File: config.mk
export PLATFORM = sky130hd
export DESIGN_NAME = softmc_host_bridge
export DESIGN_NICKNAME = d
export VERILOG_FILES = /design/src/rtl/softmc_host_bridge.sv
export SDC_FILE = /design/constraint.sdc
export NUM_CORES = 1
export LEC_CHECK = 0
export CAP_MARGIN = 5
export CORE_AREA = 2 2 334 336
export DETAILED_ROUTE_END_ITERATION = 12
export DIE_AREA = 0 0 336 338
export PLACE_DENSITY = 0.63
export SLEW_MARGIN = 20
export SYNTH_ARGS = -nofsm -noshare
export SYNTH_HDL_FRONTEND = slang
export SYNTH_SLANG_ARGS = --single-unit
File: constraint.sdc
create_clock -name clk -period 6.2 [get_ports clk]
set_input_delay 1.86 -clock clk [delete_from_list [all_inputs] [get_ports clk]]
set_output_delay 1.86 -clock clk [all_outputs]
set_load 0.005 [all_outputs]
File: src/rtl/softmc_host_bridge.sv
// Host-side bridge for softMC: buffers host instructions into the app_en/app_ack handshake
// and merges both pseudo-channel read-back FIFOs into one tagged stream. Optional ack
// watchdog enabled by defining SOFTMC_BRIDGE_TIMEOUT_EN.
module softmc_host_bridge #(
  parameter int DQ_WIDTH    = 256,
  parameter int BUF_DEPTH   = 16,
  parameter int ACK_TIMEOUT = 1024
) (
  input  logic                       clk,
  input  logic                       srst,
  input  logic                       s_instr_valid,
  output logic                       s_instr_ready,
  input  logic [31:0]                s_instr_data,
  output logic                       app_en,
  input  logic                       app_ack,
  output logic [31:0]                app_instr,
  input  logic                       iq_full,
  input  logic                       rdback_fifo_empty_pc0,
  input  logic                       rdback_fifo_empty_pc1,
  input  logic [DQ_WIDTH-1:0]        rdback_data_pc0,
  input  logic [DQ_WIDTH-1:0]        rdback_data_pc1,
  output logic                       rdback_fifo_rd_en_pc0,
  output logic                       rdback_fifo_rd_en_pc1,
  output logic                       m_rd_valid,
  input  logic                       m_rd_ready,
  output logic [DQ_WIDTH-1:0]        m_rd_data,
  output logic                       m_rd_pc,
  output logic [$clog2(BUF_DEPTH):0] buf_count,
  output logic                       err_timeout
);

  localparam int AW = $clog2(BUF_DEPTH);
  localparam int CW = AW + 1;
  localparam logic [CW-1:0] DEPTH_C = CW'(BUF_DEPTH);

  if (BUF_DEPTH < 2 || (BUF_DEPTH & (BUF_DEPTH - 1)) != 0) begin : g_bad_depth
    $error("softmc_host_bridge: BUF_DEPTH must be a power of two >= 2");
  end
  if (ACK_TIMEOUT < 1) begin : g_bad_timeout
    $error("softmc_host_bridge: ACK_TIMEOUT must be >= 1");
  end

  typedef enum logic [1:0] {
    ST_IDLE = 2'd0,
    ST_SEND = 2'd1,
    ST_ERR  = 2'd2
  } state_t;

  logic [31:0]   mem_r [BUF_DEPTH];
  logic [AW-1:0] wr_ptr_r;
  logic [AW-1:0] rd_ptr_r;
  logic [CW-1:0] count_r;
  logic          full_s;
  logic          empty_s;
  logic          ready_s;
  logic          push_s;
  logic          pop_s;

  state_t        state_r;
  state_t        state_nxt_s;
  logic          app_en_r;
  logic          app_en_nxt_s;
  logic [31:0]   app_instr_r;
  logic [31:0]   app_instr_nxt_s;
  logic          to_expire_s;

  logic                rd_valid_r;
  logic [DQ_WIDTH-1:0] rd_data_r;
  logic                rd_pc_r;
  logic                rr_r;
  logic                load_s;
  logic                gnt0_s;
  logic                gnt1_s;

  // Ready uses the pre-pop count, so a full buffer refuses a push even while popping.
  assign full_s  = (count_r == DEPTH_C);
  assign empty_s = (count_r == {CW{1'b0}});
  assign ready_s = !full_s && (state_r != ST_ERR) && !srst;
  assign push_s  = s_instr_valid && ready_s;

  assign s_instr_ready = ready_s;
  assign buf_count     = count_r;
  assign app_en        = app_en_r;
  assign app_instr     = app_instr_r;

  // Instruction storage; contents need no reset since the pointers define validity.
  always_ff @(posedge clk) begin
    if (push_s) begin
      mem_r[wr_ptr_r] <= s_instr_data;
    end
  end

  // Buffer pointers and occupancy.
  always_ff @(posedge clk) begin
    if (srst) begin
      wr_ptr_r <= {AW{1'b0}};
      rd_ptr_r <= {AW{1'b0}};
      count_r  <= {CW{1'b0}};
    end else begin
      if (push_s) wr_ptr_r <= wr_ptr_r + AW'(1);
      if (pop_s)  rd_ptr_r <= rd_ptr_r + AW'(1);
      case ({push_s, pop_s})
        2'b10:   count_r <= count_r + CW'(1);
        2'b01:   count_r <= count_r - CW'(1);
        default: count_r <= count_r;
      endcase
    end
  end

  // Sender next-state: launch from IDLE, hold the offer in SEND until ack or watchdog.
  always_comb begin
    state_nxt_s     = state_r;
    app_en_nxt_s    = app_en_r;
    app_instr_nxt_s = app_instr_r;
    pop_s           = 1'b0;
    case (state_r)
      ST_IDLE: begin
        if (!empty_s && !iq_full) begin
          state_nxt_s     = ST_SEND;
          app_en_nxt_s    = 1'b1;
          app_instr_nxt_s = mem_r[rd_ptr_r];
        end else begin
          app_en_nxt_s    = 1'b0;
        end
      end
      ST_SEND: begin
        if (app_ack) begin
          pop_s        = 1'b1;
          app_en_nxt_s = 1'b0;
          state_nxt_s  = ST_IDLE;
        end else if (to_expire_s) begin
          app_en_nxt_s = 1'b0;
          state_nxt_s  = ST_ERR;
        end else begin
          app_en_nxt_s = 1'b1;
        end
      end
      ST_ERR: begin
        app_en_nxt_s = 1'b0;
      end
      default: begin
        state_nxt_s  = ST_IDLE;
        app_en_nxt_s = 1'b0;
      end
    endcase
  end

  // Sender state and registered handshake outputs.
  always_ff @(posedge clk) begin
    if (srst) begin
      state_r     <= ST_IDLE;
      app_en_r    <= 1'b0;
      app_instr_r <= 32'h0000_0000;
    end else begin
      state_r     <= state_nxt_s;
      app_en_r    <= app_en_nxt_s;
      app_instr_r <= app_instr_nxt_s;
    end
  end

`ifdef SOFTMC_BRIDGE_TIMEOUT_EN
  localparam int TW = $clog2(ACK_TIMEOUT + 1);
  localparam logic [TW-1:0] TO_LAST = TW'(ACK_TIMEOUT - 1);

  logic [TW-1:0] to_cnt_r;
  logic          err_r;

  assign to_expire_s = (state_r == ST_SEND) && !app_ack && (to_cnt_r == TO_LAST);
  assign err_timeout = err_r;

  // Ack watchdog: counts unacknowledged SEND cycles; the error flag is sticky until reset.
  always_ff @(posedge clk) begin
    if (srst) begin
      to_cnt_r <= {TW{1'b0}};
      err_r    <= 1'b0;
    end else begin
      if (state_r == ST_SEND && !app_ack) to_cnt_r <= to_cnt_r + TW'(1);
      else                                 to_cnt_r <= {TW{1'b0}};
      if (to_expire_s) err_r <= 1'b1;
    end
  end
`else
  assign to_expire_s = 1'b0;
  assign err_timeout = 1'b0;
`endif

  // Read-back source select: round-robin only when both FIFOs hold data.
  assign load_s = !rd_valid_r || m_rd_ready;

  always_comb begin
    gnt0_s = 1'b0;
    gnt1_s = 1'b0;
    if (load_s && !srst) begin
      if (!rdback_fifo_empty_pc0 && !rdback_fifo_empty_pc1) begin
        if (rr_r) gnt1_s = 1'b1;
        else      gnt0_s = 1'b1;
      end else if (!rdback_fifo_empty_pc0) begin
        gnt0_s = 1'b1;
      end else if (!rdback_fifo_empty_pc1) begin
        gnt1_s = 1'b1;
      end else begin
        gnt0_s = 1'b0;
        gnt1_s = 1'b0;
      end
    end else begin
      gnt0_s = 1'b0;
      gnt1_s = 1'b0;
    end
  end

  assign rdback_fifo_rd_en_pc0 = gnt0_s;
  assign rdback_fifo_rd_en_pc1 = gnt1_s;
  assign m_rd_valid            = rd_valid_r;
  assign m_rd_data             = rd_data_r;
  assign m_rd_pc               = rd_pc_r;

  // Read-back output register.
  always_ff @(posedge clk) begin
    if (srst) begin
      rd_valid_r <= 1'b0;
      rd_data_r  <= {DQ_WIDTH{1'b0}};
      rd_pc_r    <= 1'b0;
      rr_r       <= 1'b0;
    end else if (load_s) begin
      rd_valid_r <= gnt0_s || gnt1_s;
      if (gnt0_s) begin
        rd_data_r <= rdback_data_pc0;
        rd_pc_r   <= 1'b0;
        rr_r      <= 1'b1;
      end else if (gnt1_s) begin
        rd_data_r <= rdback_data_pc1;
        rd_pc_r   <= 1'b1;
        rr_r      <= 1'b0;
      end
    end
  end

endmodule

# --- Word-level counts from Yosys, hierarchy flattened ---
# Memories as Yosys holds them, arrays and structs flattened. A register that Yosys moved wholly into a read port is not among the register bits.
# Index checks and enable logic that the tools add are counted.
totals:
  mem_count: 1
  input_bits: 552
  word_cells: 71
  output_inout_bits: 300
  ramBits: 512
  reg_bits: 275
op_classes:
  n_eq_ne: 8
  muxes: 26
  n_addsub: 4
  reduce_logical: 22
  bitwise_logic: 1
mem_list:
  columns: ["memory", "words", "word_bits", "read_ports", "rd_clocked_by_memory_dff", "write_ports", "line", "rtl"]
  rows:
  - ["mem_r", 16, 32, 1, 1, 1, "49", "logic [31:0] mem_r [BUF_DEPTH];"]
op_table:
  columns: ["cell", "n"]
  rows:
  - ["$mux W256", 2]
  - ["$mux W1", 19]
  - ["$pmux W5 S2", 1]
  - ["$add A4 B1 Y4 const B", 2]
  - ["$logic_not A1 Y1", 7]
  - ["$logic_and A1 B1 Y1", 6]
  - ["$ne A2 B2 Y1 const B", 3]
  - ["$pmux W2 S3", 1]
  - ["$add A5 B1 Y5 const B", 1]
  - ["$eq A5 B5 Y1 const B", 1]
  - ["$logic_not A5 Y1", 1]
  - ["$sub A5 B1 Y5 const B", 1]
  - ["$eq A2 B1 Y1 const B", 2]
  - ["$eq A2 B2 Y1 const B", 2]
  - ["$mux W2", 2]
  - ["$reduce_and A2 Y1", 2]
  - ["$reduce_bool A2 Y1", 2]
  - ["$reduce_and A3 Y1", 1]
  - ["$logic_not A2 Y1", 1]
  - ["$logic_or A1 B1 Y1", 2]
  - ["$pmux W1 S2", 1]
  - ["$not A1 Y1", 1]

# --- Logic depth before layout (Yosys ltp) ---
# Gate-level depths: netlist of run 1.
depth:
  word_depth: 7
  mapped_depth: 12
  mapped_depth_nobuf: 10

# --- Worst setup path after synthesis of run 1 ---
# Ideal clock, no wire load.
synth_timing:
  kind: "input to register"
  start: "input port srst"
  end: "memory mem_r[2][0], enable pin"
  required_time_ps: 5739
  arrival_ps: 4730
  n_path_buf: 1
  path_slack_ps: 1009
  stages: 4
  setup_time_ps: 461
  path_cell_list: "buf_6 > a211oi_2 > nand2_1 > nor3_1"
synth_between:
  elab_chain_len: 5
synth_lines:
  columns: ["item", "line", "rtl"]
  rows:
  - ["start, declared", "10", "input logic srst,"]
  - ["$logic_not A1 Y1", "78", "assign ready_s = !full_s && (state_r != ST_ERR) && !srst;"]
  - ["$logic_and A1 B1 Y1", "78", null]
  - ["$logic_and A1 B1 Y1", "79", "assign push_s = s_instr_valid && ready_s;"]
  - ["$mux W1", "88", "if (push_s) begin"]
  - ["$mux W1 (not written as such)", "89", "mem_r[wr_ptr_r] <= s_instr_data;"]
  - ["end, declared", "49", null]
# No other way between the ends.

# --- Worst setup path in the final report of run 1 ---
layout_timing:
  start: "input port m_rd_ready"
  end: "output port rdback_fifo_rd_en_pc1"
layout_between:
  elab_chain_len: 3
layout_lines:
  columns: ["item", "line", "rtl"]
  rows:
  - ["start, declared", "25", "input logic m_rd_ready,"]
  - ["$logic_or A1 B1 Y1", "188", "assign load_s = !rd_valid_r || m_rd_ready;"]
  - ["$logic_and A1 B1 Y1", "193", "if (load_s && !srst) begin"]
  - ["$mux W1", "193", null]
  - ["end, declared", "23", "output logic rdback_fifo_rd_en_pc1,"]
# No other way between the ends.

==> impl_summary.log, run 1 <==
[metrics] period utilisation layout: 91.50%
[metrics] effective utilization at floorplan: 30.35%
[metrics] via count: 24609
[metrics] Seq cells post-synth: 818
[metrics] Power per Cell Area: 286.8 nW/µm²
[metrics] CTS clk-pin slew, worst paths: 0.06 ns
[metrics] clock sinks: 818
[metrics] clock skew: 0.01638 ns
[metrics] DRT antenna net count: 0
[metrics] number of nets in the final layout: 3716
[metrics] reported max-cap violation count: 0
[metrics] most used flip-flop cell after synthesis: sky130_fd_sc_hd__edfxtp_1
[metrics] share of the synthesized area in the top cell type: 46.03%
[metrics] post-synthesis instance area: 33400 µm²
[metrics] Core Footprint: 110100 µm²
[metrics] pin count of the biggest net entering global routing: 150
[metrics] worst relative slew slack: 19.14%
[metrics] Die Width: 336 µm
[metrics] routability cong.: 1.016
[metrics] hold violation count in the final report: 0
[metrics] H-tree level count: 3
[metrics] static leakage: 14.34 nW
[metrics] number of synthesized flops with an enable pin: 512
[metrics] path category of the worst min-delay check: register to register
[metrics] global-route usage over all layers: 27.61%
[metrics] critical-path maximum fanout: 4
[metrics] detailed router's first-iteration violation count: 2666
[metrics] kind of critical path: primary input to primary output
[metrics] final slew viol count: 0
[metrics] RSZ-0062 raised after global routing: false
[metrics] Cells after Synth: 2345
[metrics] status: finished clean
[metrics] vias per cell: 5.176
[metrics] vias in the first global route: 22869
[metrics] required time reported for the critical path endpoint: 4.34 ns
[metrics] number of buffers between clock root and the deepest sink: 3
[metrics] number of buffers added for setup after CTS: 0
[metrics] post_cts resized: 0
[metrics] final routed DRC violation total: 0
[metrics] TritonCTS buffer count: 91
[metrics] endpoint class of the critical path: primary output
[metrics] final WL: 161900 µm
[metrics] maximum resistive drop on vdd: 0.2613 mV
[metrics] summed negative setup slack over all endpoints: 0 ns
[metrics] Detailed Routing Iterations Pass 1: 5
[metrics] most frequent cells in the layout: sky130_fd_sc_hd__clkdlybuf4s50_1, sky130_fd_sc_hd__edfxtp_1, sky130_fd_sc_hd__nand2_1
[metrics] Util after Layout: 42.24%
[metrics] measured slew at the worst slew-check pin: 1.213 ns
[metrics] most common cell after layout, fill and taps aside: sky130_fd_sc_hd__clkdlybuf4s50_1
[metrics] GRT Residual Overflow: 0
[metrics] clock tree from TritonCTS: yes
[metrics] cells taking the most area after synthesis: sky130_fd_sc_hd__edfxtp_1, sky130_fd_sc_hd__dfxtp_1, sky130_fd_sc_hd__a22oi_2
[metrics] Die Y: 338 µm
[metrics] layout cells sized above 1: 21.34%
[metrics] Arrival @ worst endpoint: 3.81 ns
[metrics] area of the die: 113600 µm²
[metrics] number of warning messages in the yosys log: 0
[metrics] Max Clk Rate: 0.1763 GHz
[metrics] Filler cells: 10175
[metrics] proportion of register bits with asynchronous set or reset after synthesis: 0%
[metrics] number of antenna violations at the first check in global routing: 100
[metrics] Yosys top cell by area: sky130_fd_sc_hd__edfxtp_1
[metrics] Syn Nets: 2906
[metrics] number of library cell types mapped by synthesis: 53
[metrics] port bufs: 850
[metrics] I/O pin total: 852
[metrics] wire length of the first global-routing pass: 209500 µm
[metrics] detailed-route wire length per cell: 34.05 µm
[metrics] Root Driver: sky130_fd_sc_hd__clkbuf_16
[metrics] half-perimeter wire length after placement: 122900 µm
[metrics] number of buffers inserted by hold repair at cts: 0
[metrics] Area growth, synth to finish: 39.16%
[metrics] register area share after synthesis: 64.36%
[metrics] Worst-Skew Late Latency: 0.68 ns
[metrics] standard-cell rows: 122
[metrics] synthesized area per cell: 14.25 µm²
[metrics] final setup violation count: 0
[metrics] Period minus WS final: 5.673 ns
[metrics] Setup crit start kind: primary input
==> cell type report <==
class | count | area [µm²] | area share, %
clock inverter | 51 | 606.8 | 1.305
clock buffer | 121 | 2541 | 5.466
antenna | 32 | 80.08 | 0.1723
multi-input combinational | 1327 | 10750 | 23.13
sequential | 818 | 21510 | 46.27
inverter | 10 | 57.56 | 0.1238
timing repair buffer | 907 | 9079 | 19.53
tap | 1488 | 1862 | 4.005
==> metal layers <==
layer / track usage (%) / wire length (µm) / vias to the layer above
met5: 0 / 346 / -
li1: - / - / 10600
met2: 41.30 / 71320 / 1252
met1: 35.39 / 63570 / 12420
met3: 11.70 / 20470 / 285
met4: 10.50 / 6145 / 52
==> registers in the layout, indices dropped and copies added (netlist names) <==
register    flops
mem_r         512
m_rd_data     256
app_instr      32
buf_count       5
rd_ptr_r        4
wr_ptr_r        4
app_en          1
m_rd_pc         1
m_rd_valid      1
rr_r            1
state_r         1
==> stage by stage <==
stage	hold WS, ns	setup WS (ns)	std cells	cell area, µm²	power (mW)
6_report	0.4612	0.5269	4754	46490	13.33
5_1_grt	0.4820	0.5092	4739	46450	13.72
4_1_cts	0.4569	0.5337	4722	46410	13.43
3_5_place_dp	0.4490	0.5491	4550	43260	7.783
3_3_place_gp	0.4459	0.5328	4550	43260	7.774
2_1_floorplan	0.4527	1.009	2345	33400	6.726
==> where the power goes <==
part	switching (mW)	internal, mW	total [mW]
clock	2.37	3.29	5.65
combinational	0.804	0.796	1.60
sequential	0.128	5.95	6.08
total	3.30	10.0	13.3
==> worst max-delay path, stage by stage <==
cell and delay, ns:
sky130_fd_sc_hd__clkdlybuf4s50_1 0.54, sky130_fd_sc_hd__nor2b_1 0.08, sky130_fd_sc_hd__buf_4 0.21, sky130_fd_sc_hd__or3_2 0.54, sky130_fd_sc_hd__inv_8 0.08, sky130_fd_sc_hd__clkdlybuf4s50_1 0.49
==> synthesized netlist by cell type, types with 22 or more instances <==
master and n:
sky130_fd_sc_hd__mux4_2 52, sky130_fd_sc_hd__o21ai_0 34, sky130_fd_sc_hd__nor3_1 22, sky130_fd_sc_hd__dfxtp_1 306, sky130_fd_sc_hd__edfxtp_1 512, sky130_fd_sc_hd__mux2i_1 155, sky130_fd_sc_hd__a22oi_1 32, sky130_fd_sc_hd__a21oi_1 22
sky130_fd_sc_hd__a31oi_1 33, sky130_fd_sc_hd__a21oi_2 200, sky130_fd_sc_hd__o22ai_1 76, sky130_fd_sc_hd__nor2_1 77, sky130_fd_sc_hd__nand2_1 324, sky130_fd_sc_hd__a22oi_2 200, sky130_fd_sc_hd__buf_2 52, sky130_fd_sc_hd__a311oi_1 38
sky130_fd_sc_hd__clkbuf_1 93
==> worst paths after layout <==
path	startpoint	endpoint	slack, ns	cells after the start
worst min register to register	m_rd_data[173]$_SDFFE_PP0P_	m_rd_data[173]$_SDFFE_PP0P_	0.46	2
worst max-delay path	m_rd_ready	rdback_fifo_rd_en_pc1	0.53	6
worst max register to register	buf_count[1]$_SDFFE_PP0P_	buf_count[4]$_SDFFE_PP0P_	2.61	11
worst min-delay path	m_rd_data[173]$_SDFFE_PP0P_	m_rd_data[173]$_SDFFE_PP0P_	0.46	2
==> cell families (layout without fill, tap and decap cells) <==
group,Yosys count,after routing,share of synthesized area [%]
flops,818,818,64.36
compound gates,648,648,17.68
simple gates,449,449,5.368
mux,211,211,8.285
buf+inv,200,1089,3.723
fa+ha+maj,9,9,0.3371
xor+xnor,9,9,0.2360
other cells,1,33,0.01123
(Power assumes the default switching activity.)
==> inputs of run 2 (changes only) <==
- MAX_ROUTING_LAYER: unset -> met4
- SKIP_CTS_REPAIR_TIMING: unset -> 1
- SLEW_MARGIN: 20 -> 30
==> run 2 against run 1 <==
Sequential power is essentially flat. Wire length down 2.2%. Count of clock-buffer cells in the layout grew 2. Utilization about the same. Via count shrank 0.93%. Clock power is 2% lower. Non-clock buffer count rose by 2. Power shrank 1.2%. Cell count grew 0.55%. Flip-flop and latch count is the same. Largest power group unchanged. Highest routed layer is now met4.
==> impl_summary.log, run 2 (synthesized netlist as in run 1, its figures left out) <==
[metrics] wire length of the first global-routing pass: 204900 µm (-2.2%)
[metrics] static leakage: 14.34 nW (about the same)
[metrics] GRT Residual Overflow: 0 (unchanged)
[metrics] required time reported for the critical path endpoint: 4.34 ns (about the same)
[metrics] Clk network pwr share: 41.8% (-0.6 points)
[metrics] vias per cell: 5.101 (-1.5%)
[metrics] number of antenna violations at the first check in global routing: 87 (-13%)
[metrics] most used cell along the critical path: sky130_fd_sc_hd__clkdlybuf4s50_1
[metrics] period utilisation layout: 92.38% (+0.87 points)
[metrics] port bufs: 850 (unchanged)
[metrics] Crit-path slowest cell: sky130_fd_sc_hd__or4_4
[metrics] Period minus WS final: 5.727 ns (+0.05421 ns)
[metrics] number of buffers between clock root and the deepest sink: 3 (unchanged)
[metrics] maximum resistive drop on vdd: 0.2404 mV (-8.0%)
[metrics] H-tree level count: 3 (unchanged)
[metrics] final slew viol count: 0 (unchanged)
[metrics] worst slack at placement: 0.4760 ns (-0.07304 ns)
[metrics] detailed-route wire length per cell: 33.13 µm (-2.7%)
[metrics] half-perimeter wire length after placement: 120000 µm (-2.3%)
[metrics] final setup violation count: 0 (unchanged)
[metrics] path category of the worst min-delay check: register to register
[metrics] Worst R2R Path Depth: 11 (unchanged)
[metrics] hold violation count in the final report: 0 (unchanged)
[metrics] Area growth, synth to finish: 39.30% (about the same)
[metrics] via count: 24381 (-0.93%)
[metrics] R2R setup slack: 2.63 ns (+0.02 ns)
[metrics] Die Width: 336 µm (unchanged)
[metrics] pin count of the biggest net entering global routing: 144 (-4.0%)
[metrics] final WL: 158300 µm (-2.2%)
[metrics] TritonCTS buffer count: 91 (unchanged)
[metrics] worst relative slew slack: 31.62% (+12 points)
[metrics] endpoint class of the critical path: primary output
[metrics] layout cells sized above 1: 21.23% (-0.11 points)
[metrics] largest reg by FF count: mem_r
[metrics] critical-path maximum fanout: 4 (unchanged)
[metrics] reported max-cap violation count: 0 (unchanged)
[metrics] launching element of the worst setup path: m_rd_ready
[metrics] routability cong.: 1.022 (+0.66%)
[metrics] DRT antenna net count: 0 (unchanged)
[metrics] global-route usage over all layers: 27.81% (+0.20 points)
[metrics] Arrival @ worst endpoint: 3.87 ns (+0.06 ns)
[metrics] vias in the first global route: 22807 (-0.27%)
[metrics] startpoint of the worst-slack reg-to-reg timing path: buf_count[2]$_SDFFE_PP0P_
[metrics] effective utilization at floorplan: 30.35% (unchanged)
[metrics] Max Clk Rate: 0.1746 GHz (-0.95%)
[metrics] CTS clk-pin slew, worst paths: 0.06 ns (about the same)
[metrics] Worst-Skew Late Latency: 0.68 ns (about the same)
[metrics] summed negative setup slack over all endpoints: 0 ns (unchanged)
[metrics] clock sinks: 818 (unchanged)
[metrics] area of the die: 113600 µm² (unchanged)
[metrics] chain of cells forming the critical path: clkdlybuf4s50_1, nor2b_1, buf_4, or4_4, clkinv_8, clkdlybuf4s50_1
[metrics] share of total power consumed by net switching: 24.58% (-0.18 points)
[metrics] clock tree from TritonCTS: yes
[metrics] standard-cell rows: 122 (unchanged)
[metrics] Switching Power: 3.238 mW (-1.9%)
[metrics] most frequent cells in the layout: sky130_fd_sc_hd__clkdlybuf4s50_1, sky130_fd_sc_hd__edfxtp_1, sky130_fd_sc_hd__nand2_1
[metrics] Detailed Routing Iterations Pass 1: 6 (+1)
[metrics] detailed router's first-iteration violation count: 2349 (-12%)
[metrics] status: finished clean
[metrics] hold wc startpoint: m_rd_data[221]$_SDFFE_PP0P_
[metrics] last element of the critical path: rdback_fifo_rd_en_pc0
[metrics] Root Driver: sky130_fd_sc_hd__clkbuf_16
[metrics] final worst slack: 0.4727 ns (-0.05421 ns)
[metrics] I/O pin total: 852 (unchanged)
[metrics] clock skew: 0.01377 ns (-0.002611 ns)
[metrics] final routed DRC violation total: 0 (unchanged)
[metrics] most common cell after layout, fill and taps aside: sky130_fd_sc_hd__clkdlybuf4s50_1
[metrics] Core Footprint: 110100 µm² (unchanged)
[metrics] kind of critical path: primary input to primary output
[metrics] RSZ-0062 raised after global routing: false
[metrics] portion of total power attributed to sequential cells: 46.1% (+0.5 points)
[metrics] max reg flops: 512 (unchanged)
[metrics] measured slew at the worst slew-check pin: 1.026 ns (-0.1871 ns)
[metrics] Die Y: 338 µm (unchanged)
[metrics] slowest cell delay on critical path: 0.55 ns (about the same)
[metrics] portion of total power attributed to combinational logic: 12.1% (about the same)
[metrics] Pint: 9.937 mW (-0.94%)
[metrics] number of nets in the final layout: 3718 (+0.054%)
[metrics] Power per Cell Area: 283.1 nW/µm² (-1.3%)
[metrics] endpoint of the lowest-slack register-to-register path: buf_count[4]$_SDFFE_PP0P_
[metrics] Setup crit start kind: primary input
run 2: final cells by class:
class / count / area (µm²)
Fill cell: 10171 / 63530
Sequential cell: 818 / 21510
Multi-Input combinational cell: 1327 / 10760
Timing Repair Buffer: 909 / 9170
Clock buffer: 123 / 2509
Tap cell: 1488 / 1862
Clock inverter: 45 / 515.5
Antenna cell: 60 / 150.1
Inverter: 10 / 57.56
run 2: through the flow:
stage          util [%]  total power [mW]  area, µm²  hold slack, ns  instances
3_3_place_gp      39.30             7.753      43260          0.4445       4548
3_5_place_dp      39.35             7.766      43310          0.4487       4550
6_report          42.28             13.17      46530          0.4572       4780
4_1_cts           42.10             13.27      46330          0.4568       4718
5_1_grt           42.26             13.56      46510          0.4727       4770
2_1_floorplan         -             6.726      33400          0.4527       2345
run 2: worst min-delay path by stage:
stage / end / depth (start not counted)
2_1_floorplan: m_rd_data[168]$_SDFFE_PP0P_ / 2
3_3_place_gp: m_rd_data[174]$_SDFFE_PP0P_ / 2
3_5_place_dp: m_rd_data[172]$_SDFFE_PP0P_ / 2
4_1_cts: m_rd_data[172]$_SDFFE_PP0P_ / 2
5_1_grt: m_rd_data[219]$_SDFFE_PP0P_ / 2
6_report: m_rd_data[221]$_SDFFE_PP0P_ / 2
run 2: per-layer routing:
metal	vias up	routed length [µm]	track usage, %
met1	12291	62610	33.91
met2	1204	70930	41.38
met4	0	4468	8.253
met3	225	20340	12.42
li1	10661	-	-
met5	-	0	-
run 2: critical path, delay by kind of cell:
kind / cells / cell delay (ns)
buffers and inverters: 4 / 1.30
and+or+nand+nor: 2 / 0.70
run 2: power groups by stage:
stage / Clock, mW / Combinational [mW] / Sequential, mW
6_report: 5.51 / 1.59 / 6.07
5_1_grt: 5.81 / 1.68 / 6.08
4_1_cts: 5.62 / 1.59 / 6.07
3_5_place_dp: 0 / 1.59 / 6.18
3_3_place_gp: 0 / 1.58 / 6.18
2_1_floorplan: 0 / 0.572 / 6.15
